===== src/rtl/mem_access_unit_if.sv =====
// rtl/mem_access_unit_if.sv - data-memory req/ack bus between the load/store unit and memory
interface mem_access_unit_if;
  logic        bus_req;
  logic        bus_we;
  logic [31:0] bus_addr;
  logic [31:0] bus_wdata;
  logic [3:0]  bus_wstrb;
  logic        bus_ack;
  logic [31:0] bus_rdata;

  modport master (
    output bus_req, bus_we, bus_addr, bus_wdata, bus_wstrb,
    input  bus_ack, bus_rdata
  );

  modport slave (
    input  bus_req, bus_we, bus_addr, bus_wdata, bus_wstrb,
    output bus_ack, bus_rdata
  );
endinterface


===== src/rtl/mem_access_unit.sv =====
// rtl/mem_access_unit.sv - load/store unit: validates, runs one bus transaction, formats load data
module mem_access_unit #(
  parameter int unsigned TIMEOUT = 16
) (
  input  logic                      clk,
  input  logic                      rst,
  input  logic                      mem_read,
  input  logic                      mem_write,
  input  logic [2:0]                funct3,
  input  logic [31:0]               ALU_out,
  input  logic [31:0]               Data_out,
  output logic [31:0]               Data_in,
  output logic                      stall,
  output logic                      fault,
  mem_access_unit_if.master         bus
);

  typedef enum logic [1:0] {IDLE, BUSY, DONE} state_t;

  localparam logic [7:0] LAST_CNT = 8'(TIMEOUT - 1);

  state_t      state_q, state_d;
  logic [7:0]  cnt_q, cnt_d;
  logic        bus_req_q, bus_req_d;
  logic        bus_we_q, bus_we_d;
  logic [31:0] bus_addr_q, bus_addr_d;
  logic [31:0] bus_wdata_q, bus_wdata_d;
  logic [3:0]  bus_wstrb_q, bus_wstrb_d;
  logic [2:0]  funct3_q, funct3_d;
  logic [1:0]  addr_lo_q, addr_lo_d;
  logic [31:0] data_in_q, data_in_d;
  logic        fault_q, fault_d;

  logic        access;
  logic        legal;
  logic [31:0] lane_wdata;
  logic [3:0]  lane_wstrb;
  logic [31:0] rd_byte_sh;
  logic [31:0] rd_half_sh;
  logic [31:0] load_fmt;

  assign access = mem_read | mem_write;

  always_comb begin
    legal = !(mem_read && mem_write);
    case (funct3)
      3'b000, 3'b001, 3'b010: ;
      3'b100, 3'b101: if (mem_write) legal = 1'b0;
      default: legal = 1'b0;
    endcase
    if (funct3[1:0] == 2'b01 && ALU_out[0]) legal = 1'b0;
    if (funct3[1:0] == 2'b10 && ALU_out[1:0] != 2'b00) legal = 1'b0;
  end

  // Stores replicate the narrow datum on every lane; the strobes select the target lane.
  always_comb begin
    case (funct3[1:0])
      2'b00: begin
        lane_wdata = {4{Data_out[7:0]}};
        lane_wstrb = 4'b0001 << ALU_out[1:0];
      end
      2'b01: begin
        lane_wdata = {2{Data_out[15:0]}};
        lane_wstrb = ALU_out[1] ? 4'b1100 : 4'b0011;
      end
      default: begin
        lane_wdata = Data_out;
        lane_wstrb = 4'b1111;
      end
    endcase
  end

  always_comb begin
    rd_byte_sh = bus.bus_rdata >> {addr_lo_q, 3'b000};
    rd_half_sh = bus.bus_rdata >> {addr_lo_q[1], 4'b0000};
    case (funct3_q)
      3'b000:  load_fmt = {{24{rd_byte_sh[7]}}, rd_byte_sh[7:0]};
      3'b001:  load_fmt = {{16{rd_half_sh[15]}}, rd_half_sh[15:0]};
      3'b100:  load_fmt = {24'd0, rd_byte_sh[7:0]};
      3'b101:  load_fmt = {16'd0, rd_half_sh[15:0]};
      default: load_fmt = bus.bus_rdata;
    endcase
  end

  always_comb begin
    state_d     = state_q;
    cnt_d       = cnt_q;
    bus_req_d   = bus_req_q;
    bus_we_d    = bus_we_q;
    bus_addr_d  = bus_addr_q;
    bus_wdata_d = bus_wdata_q;
    bus_wstrb_d = bus_wstrb_q;
    funct3_d    = funct3_q;
    addr_lo_d   = addr_lo_q;
    data_in_d   = data_in_q;
    fault_d     = fault_q;
    case (state_q)
      IDLE: begin
        if (access) begin
          if (legal) begin
            state_d     = BUSY;
            cnt_d       = 8'd0;
            bus_req_d   = 1'b1;
            bus_we_d    = mem_write;
            bus_addr_d  = {ALU_out[31:2], 2'b00};
            bus_wdata_d = mem_write ? lane_wdata : 32'd0;
            bus_wstrb_d = mem_write ? lane_wstrb : 4'd0;
            funct3_d    = funct3;
            addr_lo_d   = ALU_out[1:0];
          end else begin
            state_d   = DONE;
            fault_d   = 1'b1;
            data_in_d = 32'd0;
          end
        end
      end
      BUSY: begin
        // An ack arriving on the timeout cycle still completes the access cleanly.
        if (bus.bus_ack) begin
          state_d   = DONE;
          bus_req_d = 1'b0;
          cnt_d     = 8'd0;
          fault_d   = 1'b0;
          data_in_d = bus_we_q ? 32'd0 : load_fmt;
        end else if (cnt_q == LAST_CNT) begin
          state_d   = DONE;
          bus_req_d = 1'b0;
          cnt_d     = 8'd0;
          fault_d   = 1'b1;
          data_in_d = 32'd0;
        end else begin
          cnt_d = cnt_q + 8'd1;
        end
      end
      DONE: begin
        state_d = IDLE;
        fault_d = 1'b0;
      end
      default: state_d = IDLE;
    endcase
  end

  always_ff @(posedge clk) begin
    if (rst) begin
      state_q     <= IDLE;
      cnt_q       <= 8'd0;
      bus_req_q   <= 1'b0;
      bus_we_q    <= 1'b0;
      bus_addr_q  <= 32'd0;
      bus_wdata_q <= 32'd0;
      bus_wstrb_q <= 4'd0;
      funct3_q    <= 3'd0;
      addr_lo_q   <= 2'd0;
      data_in_q   <= 32'd0;
      fault_q     <= 1'b0;
    end else begin
      state_q     <= state_d;
      cnt_q       <= cnt_d;
      bus_req_q   <= bus_req_d;
      bus_we_q    <= bus_we_d;
      bus_addr_q  <= bus_addr_d;
      bus_wdata_q <= bus_wdata_d;
      bus_wstrb_q <= bus_wstrb_d;
      funct3_q    <= funct3_d;
      addr_lo_q   <= addr_lo_d;
      data_in_q   <= data_in_d;
      fault_q     <= fault_d;
    end
  end

  assign stall         = !rst && ((state_q == IDLE && access) || state_q == BUSY);
  assign fault         = fault_q;
  assign Data_in       = data_in_q;
  assign bus.bus_req   = bus_req_q;
  assign bus.bus_we    = bus_we_q;
  assign bus.bus_addr  = bus_addr_q;
  assign bus.bus_wdata = bus_wdata_q;
  assign bus.bus_wstrb = bus_wstrb_q;

endmodule

===== src/flat_wrapper.sv =====
// flat-port wrapper written by rule: the top's interface ports become plain ports
module mem_access_unit_flat 
#(
  parameter int unsigned TIMEOUT = 16
)
  (clk, rst, mem_read, mem_write, funct3, ALU_out, Data_out, Data_in, stall, fault, bus_bus_req, bus_bus_we, bus_bus_addr, bus_bus_wdata, bus_bus_wstrb, bus_bus_ack, bus_bus_rdata);
  mem_access_unit_if bus_i ();
  input  logic clk;
  input  logic rst;
  input  logic mem_read;
  input  logic mem_write;
  input  logic [2:0] funct3;
  input  logic [31:0] ALU_out;
  input  logic [31:0] Data_out;
  output logic [31:0] Data_in;
  output logic stall;
  output logic fault;
  output wire logic [$bits(bus_i.bus_req)-1:0] bus_bus_req;
  output wire logic [$bits(bus_i.bus_we)-1:0] bus_bus_we;
  output wire logic [$bits(bus_i.bus_addr)-1:0] bus_bus_addr;
  output wire logic [$bits(bus_i.bus_wdata)-1:0] bus_bus_wdata;
  output wire logic [$bits(bus_i.bus_wstrb)-1:0] bus_bus_wstrb;
  input wire logic [$bits(bus_i.bus_ack)-1:0] bus_bus_ack;
  input wire logic [$bits(bus_i.bus_rdata)-1:0] bus_bus_rdata;
  assign bus_bus_req = bus_i.bus_req;
  assign bus_bus_we = bus_i.bus_we;
  assign bus_bus_addr = bus_i.bus_addr;
  assign bus_bus_wdata = bus_i.bus_wdata;
  assign bus_bus_wstrb = bus_i.bus_wstrb;
  assign bus_i.bus_ack = bus_bus_ack;
  assign bus_i.bus_rdata = bus_bus_rdata;
  mem_access_unit #(.TIMEOUT(TIMEOUT)) u_core (.clk(clk), .rst(rst), .mem_read(mem_read), .mem_write(mem_write), .funct3(funct3), .ALU_out(ALU_out), .Data_out(Data_out), .Data_in(Data_in), .stall(stall), .fault(fault), .bus(bus_i));
endmodule

===== config.mk =====
export PLATFORM = sky130hd
export DESIGN_NAME = mem_access_unit_flat
export DESIGN_NICKNAME = d
export VERILOG_FILES = /design/src/rtl/mem_access_unit_if.sv /design/src/rtl/mem_access_unit.sv /design/src/flat_wrapper.sv
export SDC_FILE = /design/constraint.sdc
export NUM_CORES = 1
export LEC_CHECK = 0
export ABC_AREA = 0
export BUFFER_PORTS_ARGS = -buffer_cell sky130_fd_sc_hd__buf_2
export CORE_AREA = 2 2 109 111
export CTS_CLUSTER_SIZE = 8
export DETAILED_ROUTE_END_ITERATION = 7
export DIE_AREA = 0 0 111 113
export PLACE_DENSITY = 0.74
export SYNTH_ARGS = -nofsm -noshare
export SYNTH_HDL_FRONTEND = slang
export SYNTH_SLANG_ARGS = --single-unit

===== constraint.sdc =====
create_clock -name clk -period 2.1 [get_ports clk]
set_input_delay 0.315 -clock clk [delete_from_list [all_inputs] [get_ports clk]]
set_output_delay 0.315 -clock clk [all_outputs]
set_load 0.05 [all_outputs]

==> impl_metrics.yaml, run 1 <==
status:
  outcome: "complete, no violations"
synthesis:
  synth_xor_area_frac: 0.00173
  syn-instance-count: 540
  muxShareOfSynthArea: 0.0708
  yosys.area_share.simple: 0.140
  synth-seq-cells: 116
  synth_top_family_by_area: "compound AO/OA/AOI/OAI gates"
  async_flop_share: 0
  synthTopCellsByArea: "dfxtp_1 (46%), a22o_1 (6.6%), mux2i_1 (5.7%), o21ai_0 (5.0%), o2bb2ai_1 (4.7%)"
  synth_area_per_cell_sq_um: 9.35
  synth_top_area_frac: 0.460
  synth_ff_type: "dfxtp_1"
  syn-cell-area_sq_mm: 0.00505
  synth-edff-count: 0
  synth-compound-area-share: 0.278
  synthAdderAreaFrac: 0.00248
  synth.yosys.seq_area_share: 0.460
  yosys.cell_types.count: 56
  ys.warnings.count: 0
  synth_largest_area_cell: "dfxtp_1"
pwr:
  p_per_area_mw_per_mm2: 889
  ir_drop_mv: 0.673
  leakagePower_nw: 3.08
  power.total_mw: 6.11
timing:
  rsz0062_at_grt: "no"
  fmax_mhz: 523
  hold_ws_ps: 156
  tns_ps: 0
  slew_violations: 0
  period_minus_slack_ps: 1910
  hold_viol: 0
  setup_viol: 0
  period_share: 0.910
  relSlewSlack: 0.619
  fin_skew_ps: 7.09
  tightest_slew_ps: 571
route:
  drt-total-wl_microns: 14400
  first_pass_iters: 4
  first_iter_violations: 374
  via_per_inst: 5.49
  ant_nets: 0
  drt-wirelength-per-cell_microns: 16.0
  vias: 4938
  drc: 0
cts:
  cts_tree: "done"
  clock_sinks: 116
  cts-buffers-inserted: 17
  cts-hold-fix-buffers: 0
  post_cts.resized_instances: 0
  post-cts-setup-buffers: 0
  cts_root_buf: "clkbuf_16"
  clk_latency_ps: 410
  clock_path_buffers: 2
  cts_max_level: 4
  path_clk_slew_ps: 50
floorplanning:
  io_pins: 208
  core-area_sq_mm: 0.0113
  die_w_microns: 111
  die_h_microns: 113
  placementRows: 39
  dieArea_sq_mm: 0.0125
  start_util: 0.448
worst_hold_path:
  hp-class: "in2reg"
placed_design:
  io_buffers: 205
  gp_congestion: 0.866
  dpl.hpwl_microns: 10600
critical_path:
  slowest_delay_ps: 360
  endpoint_kind: "register"
  startpoint_type: "register"
  worstPathRequired_ps: 2390
  crit_type: "reg2reg"
  worstPathArrival_ps: 2200
  cp_max_fo: 32
  slowest_stage: "dfxtp_1"
  crit_path_cell_trace: "ha_1 -> and3_1 -> a211o_1 -> a31oi_2 -> buf_12 -> a221o_1"
  critPathBufInv: 1
  critPathTopFamily: "compound AO/OA/AOI/OAI gates"
layout:
  nNetsFinal: 848
  drive_gt1_frac: 0.366
  area_delta_synth_final_pct: 36.1
  layout_common_cells: "buf_2 (205), dfxtp_1 (116), o21ai_0 (50)"
  layout.cells.most_common: "buf_2"
run:
  max-cap-violations: 0
global_route:
  grt_pass1_vias: 4738
  grt.total_usage: 0.227
  overflow: 0
  antenna_found_initial: 1
  grt_max_degree: 38
  grt_pass1_wl_microns: 23200
## cell type report
class | count | area, sq um
clock buffers | 21 | 450
inverters | 7 | 26.3
repair buffers | 229 | 1270
multi-input cells | 372 | 2510
flip-flops and latches | 116 | 2320
well taps | 143 | 179
fillers | 976 | 4400
diodes | 1 | 2.50
clock inverters | 11 | 110
## power breakdown
part | switching (mW) | internal (mW)
clock network | 0.971 | 1.76
logic | 0.699 | 0.332
registers | 0.0552 | 2.29
total | 1.72 | 4.38
## per-stage QoR
stage | utilization | setup slack (ps) | instance area [sq um] | instances
global route | 0.610 | 27.2 | 6870 | 900
CTS | 0.610 | 187 | 6870 | 899
detailed placement | 0.560 | 44.5 | 6310 | 867
global placement | 0.560 | 136 | 6310 | 867
finish | 0.610 | 189 | 6870 | 900
floorplan | - | 294 | 5060 | 541
## flip-flops by register name (all words and copies together) (netlist names)
| name | cells |
|---|---|
| u_core.Data_in | 32 |
| u_core.addr_lo_q | 2 |
| u_core.bus.bus_addr | 30 |
| u_core.bus.bus_req | 1 |
| u_core.bus.bus_wdata | 32 |
| u_core.bus.bus_we | 1 |
| u_core.bus.bus_wstrb | 4 |
| u_core.cnt_q | 8 |
| u_core.fault | 1 |
| u_core.funct3_q | 3 |
| u_core.state_q | 2 |
## cell usage after synthesis, types with 2 or more instances
cell type and number:
o22ai_1 2, inv_1 7, a221o_1 4, dfxtp_1 116, o21ai_0 50, nor2_1 18, nand4_1 2, a221oi_1 2
and3_1 8, o221ai_1 4, a21oi_1 44, o21a_1 2, o2bb2ai_1 27, nand3_1 38, nor3_1 5, a41oi_1 2
buf_2 14, clkbuf_1 26, o211ai_1 6, or4_4 2, a22o_1 38, a211oi_1 4, nand2b_1 21, mux2_2 4
nor2b_1 4, a31oi_1 2, nand2_1 27, mux2i_1 29, a211o_1 2, buf_4 4
## worst register-to-register path: cells and delay by family (launching register included)
family | cells | cell delay, ps
AO/OA/AOI/OAI | 3 | 730
flip-flops | 1 | 360
AND/OR/NAND/NOR | 1 | 310
adder cells (fa/ha/maj) | 1 | 200
buffers and inverters | 1 | 210
## logic make-up after synthesis
group	Yosys count
DFF	116
buffers and inverters	53
other	1
AOI/OAI and AO/OA	199
and+or+nand+nor	135
xor gates and xnor gates	1
muxes	34
adders and majority gates	1
## layer usage
metal	GRT usage	wire length [microns]	part of all wire	vias up
met3	0.0611	840	0.058	17
met2	0.375	7080	0.49	171
met1	0.285	6230	0.43	2322
met5	0	0	0	-
li1	-	-	-	2428
met4	0.0917	264	0.018	0
## worst paths after layout
| path | startpoint | endpoint | slack [ps] | cells past startpoint |
|---|---|---|---|---|
| worst max-delay path | u_core.cnt_q[0] | u_core.Data_in[10] | 190 | 6 |
| worst min-delay path | bus_bus_rdata[0] | u_core.Data_in[0] | 160 | 3 |
| worst max register to register | u_core.cnt_q[0] | u_core.Data_in[10] | 190 | 6 |
| worst min register to register | u_core.bus.bus_wdata[18] | u_core.bus.bus_wdata[18] | 460 | 1 |
Power figures use the tool's default switching activity.
==> inputs of run 2 (changes only) <==
Settings changed: CORE_AREA 2 2 109 111 to 2 2 106 108, DIE_AREA 0 0 111 113 to 0 0 108 110, PLACE_DENSITY 0.74 to 0.78.
==> impl_metrics.yaml, run 2 (synthesis results as in run 1) <==
cts:
  clk_latency_ps: 510
  post-cts-setup-buffers: 0
  cts_root_buf: "clkbuf_8"
  path_clk_slew_ps: 50
  clock_path_buffers: 2
  cts-buffers-inserted: 17
  clock_sinks: 116
  cts_tree: "done"
  cts_max_level: 4
layout:
  fin_area_sq_mm: 0.00680
  nNetsFinal: 845
  layout.cells.most_common: "buf_2"
  fin_cells: 890
  drive_gt1_frac: 0.363
  n_antenna_cell: 0
  layout_common_cells: "buf_2 (205), dfxtp_1 (116), o21ai_0 (50)"
  nFillCells: 920
  area_delta_synth_final_pct: 34.7
global_route:
  use_met1: 0.294
  grt_pass1_vias: 4695
  grt.total_usage: 0.243
  use_met3: 0.0635
  grt_util_met2: 0.415
  grt_max_degree: 38
  overflow: 0
  busiest_layer: "met2"
  antenna_found_initial: 0
  grt_pass1_wl_microns: 22800
placed_design:
  dp_slack_ps: 76.5
  gp_congestion: 0.922
  io_buffers: 205
  dpl-instance-area_sq_mm: 0.00627
  dpl.hpwl_microns: 10800
  dp.cells: 861
floorplanning:
  io_pins: 208
  die_h_microns: 110
  dieArea_sq_mm: 0.0119
  placementRows: 38
  start_util: 0.472
  core-area_sq_mm: 0.0107
  die_w_microns: 108
critical_path:
  worstPathArrival_ps: 1620
  startpoint_type: "register"
  worstPathRequired_ps: 1780
  cp_max_fo: 7
  crit_type: "reg2out"
  reg2reg_slack_ps: 180
  endpoint_kind: "output pin"
  r2r_cells: 6
route:
  first_pass_iters: 4
  drc: 0
  vias: 4994
  drt-wirelength-per-cell_microns: 16.5
  drt-total-wl_microns: 14700
  first_iter_violations: 359
  via_per_inst: 5.61
  ant_nets: 0
timing:
  relSlewSlack: 0.535
  hold_viol: 0
  rsz0062_at_grt: "no"
  tns_ps: 0
  setup_slack_ps: 165
  period_share: 0.921
  setup_viol: 0
  slew_violations: 0
  tightest_slew_ps: 698
  fin_skew_ps: 10.5
  period_minus_slack_ps: 1930
  fmax_mhz: 517
pwr:
  p_per_area_mw_per_mm2: 871
  leakagePower_nw: 3.05
  ir_drop_mv: 0.439
worst_hold_path:
  hp-class: "in2reg"
  hold_depth: 3
status:
  outcome: "complete, no violations"
run:
  max-cap-violations: 0
[run 2: final cells by class]
| class | count | area, sq um | area share |
|---|---|---|---|
| Inverter | 7 | 26.3 | 0.00386 |
| Sequential cell | 116 | 2320 | 0.341 |
| Clock inverter | 6 | 55.1 | 0.00809 |
| Clock buffer | 23 | 467 | 0.0686 |
| Multi-Input combinational cell | 372 | 2520 | 0.371 |
| Timing Repair Buffer | 226 | 1230 | 0.181 |
| Tap cell | 140 | 175 | 0.0257 |
[run 2: through the flow]
step,power [mW],util,hold slack (ps)
after floorplan,3.08,-,441
after global routing,6.15,0.636,34.0
after CTS,5.96,0.635,34.3
after detailed placement,3.41,0.586,441
final,5.93,0.636,50.1
after global placement,3.39,0.586,440
[run 2: final timing paths]
path,startpoint,end
worst max register to register,u_core.cnt_q[0],u_core.Data_in[10]
worst max-delay path,u_core.state_q[1],stall
worst min-delay path,bus_bus_rdata[6],u_core.Data_in[6]
worst min register to register,u_core.bus.bus_wdata[19],u_core.bus.bus_wdata[19]
[run 2: power breakdown]
part / leakage [nW] / internal, mW / total [mW] / switching (mW)
registers: 0.941 / 2.29 / 2.35 / 0.0580
clock network: 0.263 / 1.63 / 2.55 / 0.923
logic: 1.84 / 0.324 / 1.03 / 0.702
total: 3.05 / 4.24 / 5.93 / 1.68
[run 2: routing by layer]
metal	wire [microns]	vias up
met5	0	-
met4	348	0
met3	808	24
met2	7350	164
met1	6150	2394
li1	-	2412
[run 2: worst max-delay path, cell delays in order (launching register included)]
cell	delay, ps
dfxtp_1	360
buf_4	190
nor3_2	250
buf_2	310
[run 2: repair_timing]
item                                    4_1_cts  5_1_grt
endpoints found under the hold margin         0        0
hold buffers                                  0        0
gates resized for setup                       0        2
endpoints found under the setup margin        0        4
==> inputs of run 3 (changes only) <==
Settings changed: CELL_PAD_IN_SITES_DETAIL_PLACEMENT set to 1, CELL_PAD_IN_SITES_GLOBAL_PLACEMENT set to 2, CORE_AREA 2 2 106 108 to 3 3 141 143, DIE_AREA 0 0 108 110 to 0 0 144 146, PLACE_DENSITY 0.78 to 0.77.
==> impl_metrics.yaml, run 3 (synthesis results as in run 1) <==
worst_hold_path:
  hp-class: "in2reg"
  worstHoldStart: "bus_bus_rdata[3]"
  hold_path_end: "u_core.Data_in[3]"
  hold_depth: 3
timing:
  fin_skew_ps: 8.08
  setup_viol: 0
  slew_violations: 0
  rsz0062_at_grt: "no"
  setup_slack_ps: 135
  fmax_mhz: 509
  period_minus_slack_ps: 1970
  period_share: 0.936
  relSlewSlack: 0.340
  tightest_slew_ps: 987
  hold_viol: 0
placed_design:
  dp_slack_ps: -45.6
  dpl.hpwl_microns: 13700
  io_buffers: 205
  gp_congestion: 0.797
pwr:
  p_per_area_mw_per_mm2: 908
  pwr-share-seq: 0.367
  p_sw_mw: 1.88
  netSwitchingFraction: 0.293
  clkPwrFrac: 0.467
  p_int_mw: 4.54
  combPwrFrac: 0.165
  leakagePower_nw: 3.10
  ir_drop_mv: 0.542
  power.total_mw: 6.42
cts:
  cts_max_level: 4
  clock_sinks: 116
  post_cts.resized_instances: 0
  clock_path_buffers: 2
  cts_root_buf: "clkbuf_16"
  post-cts-setup-buffers: 0
  cts_tree: "done"
  cts-buffers-inserted: 17
  path_clk_slew_ps: 60
  cts-hold-fix-buffers: 0
  clk_latency_ps: 410
layout:
  layout_common_cells: "buf_2 (205), dfxtp_1 (116), o21ai_0 (50)"
  n_antenna_cell: 0
  drive_gt1_frac: 0.372
  nNetsFinal: 850
  layout.cells.most_common: "buf_2"
  area_delta_synth_final_pct: 40.0
  nFillCells: 2180
global_route:
  antenna_found_initial: 1
  grt_pass1_vias: 5446
  grt_max_degree: 38
  overflow: 0
  grt_pass1_wl_microns: 29000
  grt.total_usage: 0.172
critical_path:
  endpoint_kind: "register"
  crit_type: "reg2reg"
  reg2reg_slack_ps: 130
  worstPathArrival_ps: 2260
  worstPathRequired_ps: 2400
  timing.rr.start: "u_core.cnt_q[0]"
  startpoint_type: "register"
  r2r_cells: 6
  r2r_end: "u_core.Data_in[10]"
  cp_max_fo: 32
status:
  outcome: "complete, no violations"
floorplanning:
  die_w_microns: 144
  io_pins: 208
  core-area_sq_mm: 0.0187
  die_h_microns: 146
  placementRows: 50
  dieArea_sq_mm: 0.0210
  start_util: 0.270
run:
  max-cap-violations: 0
route:
  drt-wirelength-per-cell_microns: 18.5
  via_per_inst: 5.12
  ant_nets: 0
  first_pass_iters: 4
  drc: 0
  drt-total-wl_microns: 18400
  vias: 5078
  first_iter_violations: 163
run 3: power groups by stage:
stage / sequential (mW) / clock (mW) / combinational [mW]
after floorplan: 2.65 / 0 / 0.423
after global placement: 2.40 / 0 / 1.04
after detailed placement: 2.41 / 0 / 1.07
after CTS: 2.36 / 3.09 / 1.07
after global routing: 2.37 / 3.19 / 1.14
final: 2.36 / 3.00 / 1.06
run 3: final cells by class:
class,instances,area [sq um],share of cell area
clock inverters,14,176,0.0250
clock buffers,18,439,0.0621
multi-input cells,372,2530,0.357
well taps,234,293,0.0414
inverters,7,26.3,0.00372
repair buffers,231,1290,0.182
flip-flops and latches,116,2320,0.328
run 3: worst max-delay path by stage:
stage | from | cells past startpoint | end | slack [ps]
final | u_core.cnt_q[0] | 6 | u_core.Data_in[10] | 130
after detailed placement | funct3[1] | 5 | u_core.bus.bus_wdata[29] | -50
after global routing | u_core.cnt_q[0] | 6 | u_core.Data_in[10] | 8
after floorplan | u_core.cnt_q[0] | 7 | u_core.Data_in[10] | 290
after global placement | funct3[1] | 5 | u_core.bus.bus_wdata[5] | 80
after CTS | u_core.state_q[0] | 7 | u_core.Data_in[10] | 100
run 3: worst max-delay path, stage by stage (launching register included):
cell,delay (ps)
dfxtp_1,370
ha_1,210
and3_1,310
a211o_1,260
a31oi_2,140
buf_12,200
a221o_1,360
run 3: per-stage QoR:
| step | hold WS (ps) | util | setup TNS (ps) | cell area, sq um | cells |
|---|---|---|---|---|---|
| CTS | 132 | 0.378 | 0 | 7070 | 992 |
| global placement | 443 | 0.345 | 0 | 6450 | 960 |
| finish | 153 | 0.378 | 0 | 7070 | 992 |
| floorplan | 441 | - | 0 | 5060 | 541 |
| detailed placement | 449 | 0.345 | -339 | 6450 | 960 |
| global route | 148 | 0.378 | 0 | 7070 | 992 |
run 3: per-layer routing:
metal	part of all wire	GRT usage	up-vias
li1	-	-	2432
met1	0.44	0.209	2487
met2	0.50	0.294	131
met3	0.047	0.0440	26
met4	0.018	0.0560	2
met5	0.00038	0	-
